### src/rtl/serial_subtractor.sv
// Bit-serial subtractor: computes A - B - Bin one bit per clock, LSB first.
// Results are published only on completion and held until the next one.
module serial_subtractor #(
    parameter int unsigned WIDTH = 8
) (
    input  logic             clk_i,
    input  logic             rst_ni,
    input  logic             start_i,
    input  logic [WIDTH-1:0] A_i,
    input  logic [WIDTH-1:0] B_i,
    input  logic             Bin_i,
    output logic             busy_o,
    output logic             done_o,
    output logic [WIDTH-1:0] D_o,
    output logic             Bout_o,
    output logic             Ovf_o
);

    localparam int unsigned CW = $clog2(WIDTH + 1);

    typedef enum logic [1:0] {
        IDLE,
        SHIFT,
        DONE
    } state_t;

    state_t state_q;
    state_t state_d;

    logic [WIDTH-1:0] a_q;
    logic [WIDTH-1:0] b_q;
    logic [WIDTH-1:0] res_q;
    logic [WIDTH-1:0] d_q;
    logic [CW-1:0]    cnt_q;
    logic             br_q;
    logic             a_msb_q;
    logic             b_msb_q;
    logic             bout_q;
    logic             ovf_q;

    logic             last;
    logic             load;
    logic             step;
    logic             finish;
    logic             diff_bit;
    logic             br_next;

    // One full-subtractor slice on the current LSBs
    assign diff_bit = a_q[0] ^ b_q[0] ^ br_q;
    assign br_next  = (~a_q[0] & b_q[0])
                    | (~(a_q[0] ^ b_q[0]) & br_q);

    // Counter reaches WIDTH only after every bit has been shifted
    assign last = (cnt_q == CW'(WIDTH));

    always_comb begin
        state_d = state_q;
        load    = 1'b0;
        step    = 1'b0;
        finish  = 1'b0;
        unique case (state_q)
            IDLE: begin
                if (start_i) begin
                    load    = 1'b1;
                    state_d = SHIFT;
                end
            end
            SHIFT: begin
                if (last) begin
                    finish  = 1'b1;
                    state_d = DONE;
                end else begin
                    step = 1'b1;
                end
            end
            DONE: begin
                state_d = IDLE;
            end
            default: begin
                state_d = IDLE;
            end
        endcase
    end

    always_ff @(posedge clk_i or negedge rst_ni) begin
        if (!rst_ni) begin
            state_q <= IDLE;
        end else begin
            state_q <= state_d;
        end
    end

    always_ff @(posedge clk_i or negedge rst_ni) begin
        if (!rst_ni) begin
            a_q     <= '0;
            b_q     <= '0;
            res_q   <= '0;
            cnt_q   <= '0;
            br_q    <= 1'b0;
            a_msb_q <= 1'b0;
            b_msb_q <= 1'b0;
        end else if (load) begin
            a_q     <= A_i;
            b_q     <= B_i;
            res_q   <= '0;
            cnt_q   <= '0;
            br_q    <= Bin_i;
            a_msb_q <= A_i[WIDTH-1];
            b_msb_q <= B_i[WIDTH-1];
        end else if (step) begin
            a_q   <= a_q >> 1;
            b_q   <= b_q >> 1;
            res_q <= {diff_bit, res_q[WIDTH-1:1]};
            cnt_q <= cnt_q + CW'(1);
            br_q  <= br_next;
        end
    end

    // Visible results change only when an operation completes
    always_ff @(posedge clk_i or negedge rst_ni) begin
        if (!rst_ni) begin
            d_q    <= '0;
            bout_q <= 1'b0;
            ovf_q  <= 1'b0;
        end else if (finish) begin
            d_q    <= res_q;
            bout_q <= br_q;
            ovf_q  <= (a_msb_q != b_msb_q)
                   && (res_q[WIDTH-1] != a_msb_q);
        end
    end

    assign busy_o = (state_q == SHIFT);
    assign done_o = (state_q == DONE);
    assign D_o    = d_q;
    assign Bout_o = bout_q;
    assign Ovf_o  = ovf_q;

endmodule

### config.mk
export PLATFORM = sky130hd
export DESIGN_NAME = serial_subtractor
export DESIGN_NICKNAME = d
export VERILOG_FILES = /design/src/rtl/serial_subtractor.sv
export SDC_FILE = /design/constraint.sdc
export NUM_CORES = 1
export LEC_CHECK = 0
export CORE_MARGIN = 3
export CORE_UTILIZATION = 40
export DETAILED_ROUTE_END_ITERATION = 7
export GPL_TIMING_DRIVEN = 1
export PLACE_DENSITY = 0.61
export SYNTH_ARGS = -nofsm -noshare
export SYNTH_HDL_FRONTEND = slang
export SYNTH_SLANG_ARGS = --single-unit
### constraint.sdc
create_clock -name clk_i -period 2.1 [get_ports clk_i]
set_clock_uncertainty 0.2 [all_clocks]
set_input_delay 0.42 -clock clk_i [delete_from_list [all_inputs] [get_ports clk_i]]
set_output_delay 0.42 -clock clk_i [all_outputs]
set_load 0.05 [all_outputs]
Word level (Yosys, flattened, before mapping)
Cells that the tools add are included.
{"block": "word_totals", "regBits": 43, "input_bits": 20, "out_inout_bits": 12, "wordCells": 49}
{"block": "op_classes", "n_addsub": 1, "n_eq_ne": 7, "muxes": 19, "bitwise_logic": 7, "reduce_logical": 4}
{"op": "$mux 8", "count": 6}
{"op": "$mux 1", "count": 8}
{"op": "$mux 4", "count": 2}
{"op": "$add 4x1->4 const B", "count": 1}
{"op": "$eq 4x4->1 const B", "count": 1}
{"op": "$mux 2", "count": 2}
{"op": "$pmux 2 s2", "count": 1}
{"op": "$and 1x1->1", "count": 2}
{"op": "$eq 2x1->1 const B", "count": 1}
{"op": "$eq 2x2->1 const B", "count": 1}
{"op": "$logic_not 2->1", "count": 1}
{"op": "$ne 1x1->1", "count": 2}
{"op": "$ne 2x1->1 const B", "count": 1}
{"op": "$ne 2x2->1 const B", "count": 1}
{"op": "$not 1->1", "count": 2}
{"op": "$reduce_and 2->1", "count": 1}
{"op": "$reduce_bool 2->1", "count": 1}
{"op": "$xor 1x1->1", "count": 2}
{"op": "$logic_and 1x1->1", "count": 1}
{"op": "$or 1x1->1", "count": 1}

Logic depth before layout (Yosys ltp)
Gate-level depths: netlist (run 1).
{"block": "depth", "depth_word": 6, "depth_mapped": 7, "ltp_nobuf": 6}

Worst setup path before layout (run 1)
Ideal clock, no wire load.
{"block": "synth_path", "path_kind": "register to output", "startpoint": "register state_q[1]", "endpoint": "output busy_o", "arrival_time_ns": 1.184, "required_time_ns": 1.480, "setup_slack_ns": 0.296, "stages_incl_launch_ff": 6, "n_path_buf": 3, "path_cell_list": "dfrtp_1 -> nand2b_1 -> buf_6 -> inv_4 -> buf_6 -> buf_2"}
{"block": "synth_via", "elab_chain_len": 1}
{"item": "start, declared", "line": "27", "rtl": "state_t state_q;"}
{"item": "start signal, assigned", "line": "89", "rtl": "state_q <= state_d;"}
{"item": "$eq 2x1->1", "line": "133", "rtl": "assign busy_o = (state_q == SHIFT);"}
{"item": "end, declared", "line": "12", "rtl": "output logic busy_o,"}
No other way between the ends.

Worst setup path after layout (run 1)
Same ends and word-level chain as after synthesis.

==> results of run 1 <==
==> cells by family after synthesis <==
family                   Yosys count  synth area share [%]
adder cells (fa/ha/maj)            3                 2.351
AO/OA/AOI/OAI                     35                 14.24
multiplexers                      13                 7.512
AND/OR/NAND/NOR                   47                 13.65
buffers and inverters             21                 6.074
flip-flops                        43                 56.17
==> power groups by stage <==
stage,Sequential (W),Clock [W],Combinational [W]
2_1_floorplan,0.00169,0,0.000995
3_3_place_gp,0.00143,0,0.00165
3_5_place_dp,0.00145,0,0.00170
4_1_cts,0.00143,0.000657,0.00171
5_1_grt,0.00149,0.000685,0.00189
6_report,0.00144,0.000640,0.00171
==> worst reg2reg max path, cell delays in order (launching register included) <==
cell and delay (ps):
dfrtp_1 400, inv_1 80, ha_1 210, and3b_1 400
nor2_4 140, a221o_1 380
==> metal layers <==
| metal | share of wire, % | vias up | GRT usage (%) |
|---|---|---|---|
| met5 | 0 | - | 0 |
| met4 | 1.3 | 0 | 5.825 |
| met3 | 5.4 | 7 | 4.005 |
| met2 | 50 | 40 | 25.05 |
| met1 | 43 | 703 | 22.37 |
| li1 | - | 648 | - |
==> metrics by stage <==
stage,setup slack (ps),total power (W),instances,hold slack (ps)
global route,20.01,0.004064,249,26.55
detailed placement,18.59,0.003151,241,286.7
floorplan,296.3,0.002685,162,-75.59
finish,102.2,0.003782,249,-15.97
CTS,91.44,0.003805,249,3.373
global placement,68.77,0.003083,241,288.1
==> cells in the final DEF (no fill, tap or decap), types with 2 or more instances in the layout <==
cell type	count
dfrtp_1	43
clkdlybuf4s50_1	18
buf_4	18
nand2_1	17
o21ai_0	12
a221o_1	11
mux2_2	11
nand3_1	10
inv_1	7
and3_1	7
clkbuf_8	5
o211a_1	3
nor2_1	3
nand2b_1	2
a21oi_1	2
mux2i_1	2
ha_1	2
buf_12	2
==> worst paths after layout <==
kind,from,to,slack [ps],cells after the start
setup / recovery,state_q[1],busy_o,100,3
hold / removal,rst_ni,a_q[5],-20,2
setup reg to reg,cnt_q[1],a_q[3],160,5
hold reg to reg,b_msb_q,b_msb_q,310,2
max in group asynchronous,rst_ni,cnt_q[0],1360,2
min in group clk_i,b_msb_q,b_msb_q,310,2
==> sequential cells by signal, indices dropped and copies added (netlist names) <==
name,cells
a_q,8
br_q,1
b_msb_q,1
Ovf_o,1
a_msb_q,1
b_q,8
res_q,8
D_o,8
cnt_q,4
Bout_o,1
state_q,2
==> final cells by class <==
type                    instances  area (sq um)
inverters                       9         36.28
clock inverters                 3         43.79
well taps                      52         65.06
repair buffers                 39         360.3
fillers                       409          2096
clock buffers                   5         68.82
flip-flops and latches         43          1076
multi-input cells              98         728.2
==> what timing repair did <==
action / in CTS / in global routing
setup endpoints to repair: 0 / 14
hold buffers: 0 / 0
gates resized for setup: 0 / 1
buffers inserted: 0 / 0
==> run summary, run 1 <==
Net count after synthesis -> 185
Mapped cell area -> 1916 sq um
Switching share of power -> 40.33%
CP Launch Type -> register
Fin. max-slew vios -> 0
Cells after Synth -> 162
Root buffer cell -> clkbuf_8
Synth warnings -> 0
Top cell type by total area after synthesis -> dfrtp_1
Clk buf depth -> 2
Buffers & Inverters on Critical Path -> 2
Violated checks -> hold timing
Nets -> 219
Synth top area share -> 56.17%
Die ar. -> 5655 sq um
Vias -> 1398
Layout area overhead -> 24.17%
Sw Pwr -> 0.001525 W
Ranking of synthesized cells by area -> dfrtp_1 (56%), mux2_2 (6.5%), a221o_1 (5.7%)
Fin crit share -> 95.13%
Slew HR -> 64.55%
WS Path Type -> register to output port
RSZ-0062 raised after global routing -> no
Final-report hold violation count -> 43
GP Congestion -> 0.8009
Num ports -> 32
Register bit total from synthesis -> 43
Die X -> 75.20 microns
Vias per cell -> 5.614
Routed Antenna Nets -> 0
Cell Chain, Critical Path -> nand2b_1 > inv_4 > buf_12
Minimum clock period -> 1998 ps
Syn avg cell area -> 11.82 sq um
Unique masters post-synth -> 36
Final Util -> 53.16%
Slowest CP cell -> dfrtp_1
H-tree Lvls -> 2
Seq/Total Area, Yosys -> 56.17%
Total CTS buffers -> 5
Max-cap violations -> 0
Share of layout cells above drive strength 1 -> 23.35%
P_leak -> 1.177 nW
Slew of the pin with the lowest slew margin -> 531.8 ps
Die Span Y -> 75.20 microns
Arr. time, crit path -> 1380 ps
Initial antenna violation count -> 0
Async SR Flop Fraction -> 100.0%
Design area -> 2379 sq um
Initial Util -> 42.81%
Clock share of power -> 16.9%
Peak supply drop -> 585.2 uV
Setup TNS -> 0 ps
Number of synthesized flops with an enable pin -> 0
Final number of setup-violating endpoints -> 0
Total GRT Usage -> 16.24%
Starting DRT DRC Count -> 88
Rows -> 24
Initial DRT Pass Iterations -> 4
CTS Sinks -> 43
Internal cell power -> 0.002257 W
First-pass GRT wire length -> 6803 microns
# port buffers -> 31
Max frequency -> 500.6 MHz
Sequential group share of total power -> 37.9%
Vias in the first global route -> 1420
Synth cell count leaders -> dfrtp_1 (43), nand2_1 (17), o21ai_0 (12), a221o_1 (11), mux2_2 (11)
CTS tree -> built
CTS clk-pin slew, worst paths -> 80 ps
Crit end category -> output port
# diodes -> 0
WHS -> -15.97 ps
Placed Area -> 2261 sq um
Worst-Skew Late Latency -> 300 ps
Most frequent cell after synthesis -> dfrtp_1
DRC -> 0
DR WL/cell -> 16.23 microns
Grt ovf -> 0
Critical Path RT -> 1480 ps
Top_reg_cell synth -> dfrtp_1
Hpwl dp -> 2776 microns
Largest net degree at the start of global routing -> 44
Crit path max-delay family -> flip-flops
Outcome -> finished with violations
Critical Path Fanout Max -> 22
Worst path max stage delay -> 430 ps
Final WL -> 4041 microns
Pwr dens -> 1590 nW/um^2
Comb power frac -> 45.1%
HP Class -> input port to async pin
Core Area -> 4474 sq um
(Power assumes the default switching activity.)
==> run 2: changes to the inputs <==
CORE_MARGIN = 1.5   (was 3)
==> run summary, run 2 (synthesis results as in run 1) <==
Peak supply drop -> 602.1 uV
Slew of the pin with the lowest slew margin -> 531.9 ps
# diodes -> 0
Pre-CTS setup slack -> 29.99 ps
Most frequent cells in the layout -> dfrtp_1 (43), buf_4 (19), clkdlybuf4s50_1 (18)
Final WL -> 3853 microns
Slowest CP cell -> dfrtp_1
Outcome -> finished with violations
Initial Util -> 42.81%
Routed Antenna Nets -> 0
First-pass GRT wire length -> 6596 microns
Critical Path RT -> 1480 ps
Setup TNS -> 0 ps
Vias per cell -> 5.502
Final-report hold violation count -> 17
Vias in the first global route -> 1344
Fin crit share -> 95.03%
Max-cap violations -> 0
Worst path max stage delay -> 420 ps
CTS Sinks -> 43
Worst path depth -> 3
Initial antenna violation count -> 0
Grt ovf -> 0
WS Path Type -> register to output port
Crit path max-delay family -> buffers and inverters
HP Class -> input port to async pin
CP Launch Type -> register
Die Span Y -> 72.20 microns
Critical Path Fanout Max -> 22
Most common cell after layout, fill and taps aside -> dfrtp_1
Sequential group share of total power -> 38.8%
Switching share of power -> 40.54%
Comb power frac -> 45.8%
Clock share of power -> 15.4%
CTS tree -> built
CTS clk-pin slew, worst paths -> 80 ps
R2R depth -> 5
Total GRT Usage -> 16.25%
Share of layout cells above drive strength 1 -> 23.35%
Hpwl dp -> 2606 microns
# port buffers -> 31
Setup bufs post-CTS -> 0
Violated checks -> hold timing
P_leak -> 1.167 nW
Arr. time, crit path -> 1380 ps
Initial DRT Pass Iterations -> 4
GP Congestion -> 0.8218
Internal cell power -> 0.002197 W
Cell Chain, Critical Path -> nand2b_1 > inv_4 > buf_12
Worst-Skew Late Latency -> 290 ps
DR WL/cell -> 15.47 microns
Placed Area -> 2248 sq um
Num ports -> 32
Nets -> 219
Die ar. -> 5213 sq um
Slew HR -> 64.54%
Pwr dens -> 1567 nW/um^2
DRC -> 0
Rows -> 24
Clk buf depth -> 2
Design area -> 2357 sq um
Max frequency -> 501.1 MHz
Crit end category -> output port
Layout Cells excl Fill -> 249
Layout area overhead -> 23.06%
Total CTS buffers -> 5
RSZ-0062 raised after global routing -> no
Minimum clock period -> 1996 ps
Filler Cell Count -> 368
Root buffer cell -> clkbuf_8
Min setup slack post-route -> 104.4 ps
Core Area -> 4474 sq um
H-tree Lvls -> 2
Largest net degree at the start of global routing -> 44
Vias -> 1370
Die X -> 72.20 microns
Final number of setup-violating endpoints -> 0
Placed cells -> 241
Sw Pwr -> 0.001498 W
Fin. max-slew vios -> 0
Starting DRT DRC Count -> 82
WHS -> -19.68 ps
Buffers & Inverters on Critical Path -> 2
run 2: cell count changes in the layout (fill, tap and decap cells not counted):
cell        previous run  this run
bufinv_16              1         0
clkinv_2               1         0
clkbuf_8               5         7
buf_4                 18        19
clkinvlp_4             0         1
clkinv_4               1         0
buf_12                 2         1
run 2: worst register-to-register path: stages, from the launching register on:
cell and delay (ps):
dfrtp_1 400, inv_1 80, ha_1 210, and3b_1 370
nor2_4 140, a221o_1 380
run 2: layout make-up:
class                      instances  area [sq um]  share of cell area, %
timing repair buffer              39         347.8                  14.76
tap                               52         65.06                  2.760
inverter                           9         36.28                  1.539
sequential                        43          1076                  45.65
clock buffer                       7         96.34                  4.087
multi-input combinational         98         728.2                  30.89
clock inverter                     1         7.507                 0.3185
run 2: stage by stage:
step           power [W]  utilization [%]
4_1_cts         0.003725            52.57
3_5_place_dp    0.003136            50.25
6_report        0.003695            52.68
2_1_floorplan   0.002685                -
5_1_grt         0.003955            52.68
3_3_place_gp    0.003079            50.25
run 2: final timing paths:
kind / from / to / slack [ps]
max: state_q[1] / busy_o / 100
min: rst_ni / a_q[2] / -20
max reg2reg: cnt_q[1] / a_q[4] / 220
min reg2reg: b_q[6] / b_q[6] / 310
max in group asynchronous: rst_ni / cnt_q[3] / 1340
min in group clk_i: b_q[6] / b_q[6] / 310
run 2: timing repair:
action / CTS / global route
resized for setup: 0 / 1
setup endpoints to repair: 0 / 1
endpoints found under the hold margin: 0 / 0
hold buffers: 0 / 0
run 2: power groups by stage:
stage	logic (W)	clock network, W	registers (W)
after floorplan	0.000995	0	0.00169
after global placement	0.00165	0	0.00143
after detailed placement	0.00169	0	0.00145
after CTS	0.00170	0.000591	0.00143
after global routing	0.00185	0.000624	0.00148
final	0.00169	0.000571	0.00143
run 2: per-layer routing:
| layer | wire length, microns | GRT usage [%] | share of wire, % | vias to the layer above |
|---|---|---|---|---|
| met5 | 0 | 0 | 0 | - |
| met4 | 53 | 5.870 | 1.4 | 0 |
| met3 | 196 | 3.611 | 5.1 | 7 |
| met2 | 1786 | 23.87 | 46 | 35 |
| met1 | 1817 | 23.77 | 47 | 678 |
| li1 | - | - | - | 650 |
